--- src/rtl/core_pkg.sv ---
// core_pkg: shared fetch widths, NOP encoding and the prefetch FIFO entry layout
package core_pkg;
  localparam int DEF_PC_W = 8;
  localparam int DEF_DATA_W = 32;
  localparam logic [31:0] NOP = 32'h0000_0000;
  typedef struct packed {
    logic [DEF_PC_W-1:0]   pc;
    logic [DEF_DATA_W-1:0] instr;
  } fetch_entry_t;
endpackage

--- src/rtl/fetch_fifo.sv ---
// fetch_fifo: pointer-based prefetch FIFO; flush overrides push and pop
module fetch_fifo import core_pkg::*; #(
  parameter int DEPTH = 4,
  parameter type entry_t = fetch_entry_t
) (
  input  logic                   clk,
  input  logic                   nrst,
  input  logic                   push,
  input  logic                   pop,
  input  logic                   flush,
  input  entry_t                 din,
  output entry_t                 head,
  output logic [$clog2(DEPTH):0] count
);
  localparam int AW = $clog2(DEPTH);
  entry_t mem [DEPTH];
  logic [AW-1:0] wr_ptr, rd_ptr;
  logic do_push, do_pop;
  always_comb begin
    do_pop = pop && count != '0;
    do_push = push && (count != (AW+1)'(DEPTH) || do_pop);
    head = mem[rd_ptr];
  end
  always_ff @(posedge clk or negedge nrst)
    if (!nrst) begin
      wr_ptr <= '0;
      rd_ptr <= '0;
      count <= '0;
    end else if (flush) begin
      wr_ptr <= '0;
      rd_ptr <= '0;
      count <= '0;
    end else begin
      wr_ptr <= wr_ptr + AW'(do_push);
      rd_ptr <= rd_ptr + AW'(do_pop);
      count <= count + (AW+1)'(do_push) - (AW+1)'(do_pop);
    end
  always_ff @(posedge clk)
    if (do_push && !flush) mem[wr_ptr] <= din;
endmodule

--- src/rtl/instr_fetch.sv ---
// instr_fetch: fetch PC, 1-cycle IMem reads, prefetch FIFO, redirect flush.
// Define IFETCH_PERF_CNT_EN to add the saturating stall_cnt counter.
module instr_fetch import core_pkg::*; #(
  parameter int PC_W = DEF_PC_W,
  parameter int DATA_W = DEF_DATA_W,
  parameter int DEPTH = 4,
  parameter logic [PC_W-1:0] RESET_PC = '0
) (
  input  logic              clk,
  input  logic              nrst,
  output logic              imem_en,
  output logic [PC_W-3:0]   imem_addr,
  input  logic [DATA_W-1:0] imem_rdata,
  input  logic              redirect_valid,
  input  logic [PC_W-1:0]   redirect_pc,
  output logic              instr_valid,
  input  logic              instr_ready,
  output logic [DATA_W-1:0] instr,
  output logic [PC_W-1:0]   instr_pc
`ifdef IFETCH_PERF_CNT_EN
  ,
  output logic [15:0]       stall_cnt
`endif
);
  localparam int CW = $clog2(DEPTH);
  typedef struct packed {
    logic [PC_W-1:0]   pc;
    logic [DATA_W-1:0] instr;
  } entry_t;
  entry_t head, din;
  logic [PC_W-1:0] fetch_pc, rd_pc;
  logic [CW:0] count;
  logic inflight, kill, push, pop;
  // credit check ignores a same-cycle pop so the FIFO can never overflow
  always_comb begin
    kill = redirect_valid;
    push = inflight && !kill;
    instr_valid = count != '0;
    pop = instr_valid && instr_ready;
    imem_en = nrst && !redirect_valid && ({1'b0, count} + (CW+2)'(inflight)) < (CW+2)'(DEPTH);
    imem_addr = fetch_pc[PC_W-1:2];
    din = '{pc: rd_pc, instr: imem_rdata};
    instr = instr_valid ? head.instr : DATA_W'(NOP);
    instr_pc = instr_valid ? head.pc : '0;
  end
  always_ff @(posedge clk or negedge nrst)
    if (!nrst) begin
      fetch_pc <= RESET_PC;
      rd_pc <= '0;
      inflight <= 1'b0;
    end else begin
      inflight <= imem_en;
      if (imem_en) rd_pc <= fetch_pc;
      fetch_pc <= redirect_valid ? (redirect_pc & ~PC_W'(3)) : imem_en ? fetch_pc + PC_W'(4) : fetch_pc;
    end
  fetch_fifo #(.DEPTH(DEPTH), .entry_t(entry_t)) u_fifo (
    .clk(clk),
    .nrst(nrst),
    .push(push),
    .pop(pop),
    .flush(redirect_valid),
    .din(din),
    .head(head),
    .count(count)
  );
`ifdef IFETCH_PERF_CNT_EN
  always_ff @(posedge clk or negedge nrst)
    if (!nrst) stall_cnt <= '0;
    else if (instr_ready && !instr_valid && stall_cnt != 16'hFFFF) stall_cnt <= stall_cnt + 16'd1;
`endif
endmodule

--- config.mk ---
export PLATFORM = sky130hd
export DESIGN_NAME = instr_fetch
export DESIGN_NICKNAME = d
export VERILOG_FILES = /design/src/rtl/core_pkg.sv /design/src/rtl/fetch_fifo.sv /design/src/rtl/instr_fetch.sv
export SDC_FILE = /design/constraint.sdc
export NUM_CORES = 1
export LEC_CHECK = 0
export CORE_ASPECT_RATIO = 2
export CORE_UTILIZATION = 50
export CTS_CLUSTER_SIZE = 30
export DETAILED_ROUTE_END_ITERATION = 16
export PLACE_DENSITY = 0.82
export SYNTH_ARGS = -nofsm -noshare
export SYNTH_HDL_FRONTEND = slang
export SYNTH_HIERARCHICAL = 1
export SYNTH_SLANG_ARGS = --single-unit
--- constraint.sdc ---
create_clock -name clk -period 5.9 [get_ports clk]
set_input_delay 1.18 -clock clk [delete_from_list [all_inputs] [get_ports clk]]
set_output_delay 1.18 -clock clk [all_outputs]
set_load 0.01 [all_outputs]
# Word-level counts from Yosys, hierarchy flattened
# Memory sizes are Yosys's and may differ from the RTL's.
# Index checks and enable logic that the tools add are counted.
[word_totals] ram_bits=160 mem_count=1 in_bits=44 output_inout_bits=48 wordCells=35 reg_bits=24
[classes] n_lt_le_gt_ge=1 reduce_logical=11 n_mux=9 eq_ne=1 add_sub_neg=6
[memory_table] memory="u_fifo.mem" depth=4 width=40 rd=1 rd_clocked_by_memory_dff=0 write_ports=1 line="fetch_fifo.sv:16" text="entry_t mem [DEPTH];"
[ops] cell="$mux W32" count=1
[ops] cell="$mux W8" count=3
[ops] cell="$add A8 B3 Y8 const B" count=1
[ops] cell="$logic_and A1 B1 Y1" count=7
[ops] cell="$add A2 B1 Y2" count=2
[ops] cell="$add A3 B1 Y4" count=1
[ops] cell="$lt A4 B3 Y1 const B" count=1
[ops] cell="$mux W2" count=2
[ops] cell="$add A3 B1 Y3" count=1
[ops] cell="$mux W3" count=1
[ops] cell="$ne A3 B3 Y1 const B" count=1
[ops] cell="$reduce_bool A3 Y1" count=1
[ops] cell="$sub A3 B1 Y3" count=1
[ops] cell="$mux W1" count=2
[ops] cell="$reduce_bool A2 Y1" count=1
[ops] cell="$logic_not A1 Y1" count=1
[ops] cell="$logic_or A1 B1 Y1" count=1

# Logic depth before layout (Yosys ltp)
[logic_depth] ltp_word=8 ltp_mapped=11 depth_no_buf=11

# Hierarchy
# The synthesis kept the hierarchy.
[modules_own_cells] mod="fetch_fifo" area_each_um2=6222.2 n_inst=1 seq_area_each_um2=4979.8 cells_per_inst=244
[modules_own_cells] mod="instr_fetch" area_each_um2=902.1 n_inst=1 seq_area_each_um2=325.3 cells_per_inst=110

# Least setup slack after synthesis
# OpenSTA, ideal clock, no wires.
[synth_path] kind="input-to-reg" from="in redirect_valid" to="mem u_fifo/mem[1][0] in the netlist's numbering, enable pin" setup_ps=551 t_arrival_ps=5823 required_ps=5349 path_slack_ps=-474 stages=4 path_cell_list="clkbuf_1 > nor2b_1 > nand2b_1 > nor4b_1"
[synth_between] elab_chain_len=6
[synth_lines] item="start, declared" line="instr_fetch.sv:14" text="input logic redirect_valid,"
[synth_lines] item="$logic_not A1 Y1" line="instr_fetch.sv:37" text="push = inflight && !kill;"
[synth_lines] item="$logic_and A1 B1 Y1" line="instr_fetch.sv:37"
[synth_lines] item="via push" line="instr_fetch.sv:33" text="logic inflight, kill, push, pop;"
[synth_lines] item="$logic_and A1 B1 Y1" line="fetch_fifo.sv:21" text="do_push = push && (count != (AW+1)'(DEPTH) || do_pop);"
[synth_lines] item="$logic_and A1 B1 Y1" line="fetch_fifo.sv:39" text="if (do_push && !flush) mem[wr_ptr] <= din;"
[synth_lines] item="$mux W1" line="fetch_fifo.sv:39"
[synth_lines] item="$mux W1 (implied by the code)" line="fetch_fifo.sv:39"
[synth_lines] item="end, declared" line="fetch_fifo.sv:16"
# The timed path passes the listed nets, and every way through them passes these cells.

# Final worst setup path
[layout_path] from="in redirect_valid" to="out imem_en"
[layout_between] elab_chain_len=3
[layout_lines] item="$logic_not A1 Y1" line="instr_fetch.sv:40" text="imem_en = nrst && !redirect_valid && ({1'b0, count} + (CW+2)'(inflight)) < (CW+2)'(DEPTH);"
[layout_lines] item="$logic_and A1 B1 Y1 (2 in series)" line="instr_fetch.sv:40"
[layout_lines] item="end, declared" line="instr_fetch.sv:11" text="output logic imem_en,"
# Every way passes these cells.

==> impl_summary.txt <==
----------------------------------------------------
[Outcome]
  Status ... finished, final reports clean

[Placed design]
  Weighted congestion reported at the end of routability-driven placement ... 0.770
  Area post-placement ... 8230 um^2
  Worst setup timing slack at the placement stage ... 1470 ps
  Number of buffers inserted by port buffering ... 89
  Post-placement cell count ... 631
  HPWL after DPL ... 7840 um

[Power and ir drop]
  Pwr dens ... 382 nW/um^2
  Worst VDD drop ... 265 uV
  Leakage power ... 2.90 nW

[Detailed routing]
  DRC violation count after routing ... 0
  Total number of vias ... 3570
  Number of optimization iterations in the first detailed-route pass ... 4
  DR vias/cell ... 5.38
  1st-iter DRT viols ... 207
  Post-detailed-route count of antenna-violating nets ... 0
  Per-cell routed wire length ... 19.2 um
  Aggregate routed wire length ... 12700 um

[Critical path]
  Worst Path Arrival ... 3280 ps
  CP endpoint kind ... primary output
  Startpoint class of the critical path ... input pin
  CP max FO ... 20
  Required time reported for the critical path endpoint ... 4720 ps
  Class of the most critical setup path ... input pin to primary output

[Synthesis]
  Cell type with the largest total area after synthesis ... sky130_fd_sc_hd__edfxtp_1
  Top post-synthesis cells by area ... sky130_fd_sc_hd__edfxtp_1 (67%), sky130_fd_sc_hd__mux4_2 (13%), sky130_fd_sc_hd__dfrtp_1 (7.0%)
  Count of unique library cells instantiated by Yosys ... 34
  Number of enable-type register cells in the synthesized netlist ... 160
  Seq cells post-synth ... 180
  Warning count from the yosys run ... 6
  Synth Flop Type ... sky130_fd_sc_hd__edfxtp_1
  Share of synthesized registers carrying an async set or reset ... 11.1%
  Most repeated cell in the gate-level netlist after synthesis ... sky130_fd_sc_hd__edfxtp_1
  Top-area cell type share of the netlist area ... 67.4%
  Average size of a mapped cell ... 20.1 um^2
  Post-Syn Area ... 7120 um^2
  Ranking of synthesized cells by instance count ... sky130_fd_sc_hd__edfxtp_1 (160), sky130_fd_sc_hd__nor2b_1 (47), sky130_fd_sc_hd__mux4_2 (40)
  Post-synthesis instance total ... 354
  Sequential area share after synthesis ... 74.5%

[Worst hold path]
  Hold Path Class ... flip-flop to flip-flop

[Timing]
  Final-report max-slew violation count ... 0
  Final cycle utilization of the critical path ... 75.7%
  Worst setup margin ... 1440 ps
  Shortest period the worst path allows ... 4460 ps
  Hold violation count in the final report ... 0
  Setup violation total in the final timing report ... 0
  Relative max-transition margin ... 29.3%
  RSZ-0062 raised after global routing ... false
  Slew @ Worst Pin ... 1060 ps
  Max Clock Skew ... 10.2 ps
  Achievable frequency ... 224 MHz

[Floorplan]
  Core area ... 13900 um^2
  Die X ... 86.4 um
  Io pins ... 92
  Starting density of the core ... 51.3%
  DIE HEIGHT ... 171 um
  Standard-cell row count ... 61
  Die area ... 14800 um^2

[Clock tree]
  CTS tree ... done
  CTS HTree Levels ... 4
  Total of hold buffers inserted after clock tree synthesis ... 0
  Clock network latency to the later pin of the worst-skew pair ... 430 ps
  Maximum root-to-sink buffer count ... 2
  Cell chosen for the clock root ... sky130_fd_sc_hd__clkbuf_16
  Clock sink count ... 180
  Post CTS Setup Buffer Count ... 0
  Clock transition at the registers of the reported paths ... 70 ps
  Number of instances resized during post-cts repair ... 0
  CTS Buf Count ... 17

[Layout]
  Syn-to-layout area delta ... 23.4%
  Final Instance Area ... 8790 um^2
  Final standard cell count with taps included and fillers excluded ... 664
  Share of final-layout standard cells stronger than drive strength 1 ... 19.4%
  Final net count ... 511

[GRT]
  Vias in the first global route ... 3818
  Overflow left after global routing ... 0
  Overall fraction of global-route tracks in use ... 19.0%
  Largest net degree at the start of global routing ... 42
  Number of antenna violations at the first check in global routing ... 1
  Global-route wire length before repair ... 19900 um

[Job]
  Max-cap violations ... 0

----------------------------------------------------
[registers in the layout (all words and copies together) (netlist names)]
name	flops
u_fifo/count	3
u_fifo/wr_ptr	2
rd_pc	6
inflight	1
u_fifo/mem	160
u_fifo/rd_ptr	2
fetch_pc	6
[where the power goes]
| group | internal (mW) | leakage [nW] | total [mW] | switching (mW) |
|---|---|---|---|---|
| clock network | 0.561 | 0.283 | 1.06 | 0.500 |
| logic | 0.410 | 0.917 | 0.768 | 0.359 |
| registers | 1.46 | 1.70 | 1.53 | 0.0700 |
| total | 2.43 | 2.90 | 3.36 | 0.928 |
[worst paths after layout]
path | from | end | slack (ps) | depth (start not counted)
worst max register to register | u_fifo/count[1] | u_fifo/count[2] | 2930 | 11
worst min-delay path | rd_pc[4] | u_fifo/mem[3][36] | 530 | 0
min in group asynchronous | nrst | rd_pc[7] | 1100 | 2
worst min register to register | rd_pc[4] | u_fifo/mem[3][36] | 530 | 0
max in group asynchronous | nrst | u_fifo/rd_ptr[1] | 4570 | 2
worst max-delay path | redirect_valid | imem_en | 1440 | 5
[cell usage in the layout (no fill, tap or decap), types with 3 or more instances in the layout]
cell type,count
sky130_fd_sc_hd__nand2_1,20
sky130_fd_sc_hd__conb_1,8
sky130_fd_sc_hd__clkbuf_16,17
sky130_fd_sc_hd__dfrtp_1,18
sky130_fd_sc_hd__nor4b_2,3
sky130_fd_sc_hd__inv_1,3
sky130_fd_sc_hd__inv_8,5
sky130_fd_sc_hd__edfxtp_1,160
sky130_fd_sc_hd__clkdlybuf4s50_1,89
sky130_fd_sc_hd__nor2_1,5
sky130_fd_sc_hd__buf_4,9
sky130_fd_sc_hd__nor2b_1,47
sky130_fd_sc_hd__a221o_1,5
sky130_fd_sc_hd__inv_6,6
sky130_fd_sc_hd__ha_1,5
sky130_fd_sc_hd__mux4_2,40
sky130_fd_sc_hd__xnor2_1,3
[cells by family (layout without fill, tap and decap cells)]
family | count (synthesis) | after routing | synth area share, %
xor+xnor | 4 | 4 | 0.685
compound gates | 12 | 12 | 1.35
simple gates | 90 | 90 | 7.32
other cells | 1 | 9 | 0.0526
buf+inv | 21 | 134 | 2.32
flops | 180 | 180 | 74.5
mux | 40 | 40 | 12.6
fa+ha+maj | 6 | 6 | 1.16
[area by class of cell]
| cell class | count | area, um^2 |
|---|---|---|
| sequential | 180 | 5310 |
| timing repair buffer | 98 | 958 |
| clock buffer | 17 | 425 |
| fill | 1024 | 5100 |
| tap | 189 | 236 |
| multi-input combinational | 160 | 1710 |
| inverter | 4 | 15.0 |
| clock inverter | 15 | 136 |
| antenna | 1 | 2.50 |
[critical path, cell delays in order]
cell,delay [ps]
sky130_fd_sc_hd__clkdlybuf4s50_1,760
sky130_fd_sc_hd__nor2_1,260
sky130_fd_sc_hd__nand3_2,240
sky130_fd_sc_hd__inv_2,260
sky130_fd_sc_hd__clkdlybuf4s50_1,580
[per-stage QoR]
stage	setup TNS (ps)	hold slack, ps	power (mW)	utilization (%)
2_1_floorplan	-41900	476	1.92	-
3_3_place_gp	0	486	2.30	59.2
3_5_place_dp	0	517	2.34	59.2
4_1_cts	0	534	3.39	63.3
5_1_grt	0	545	3.50	63.3
6_report	0	526	3.36	63.3
[routing by layer]
layer  global-route usage, %  share of wire (%)
met1                    20.3                 35
met3                    4.92                4.3
met2                    34.2                 57
met5                       0                  0
met4                    9.28                3.0
No activity file was read; power rests on OpenSTA's default activity.
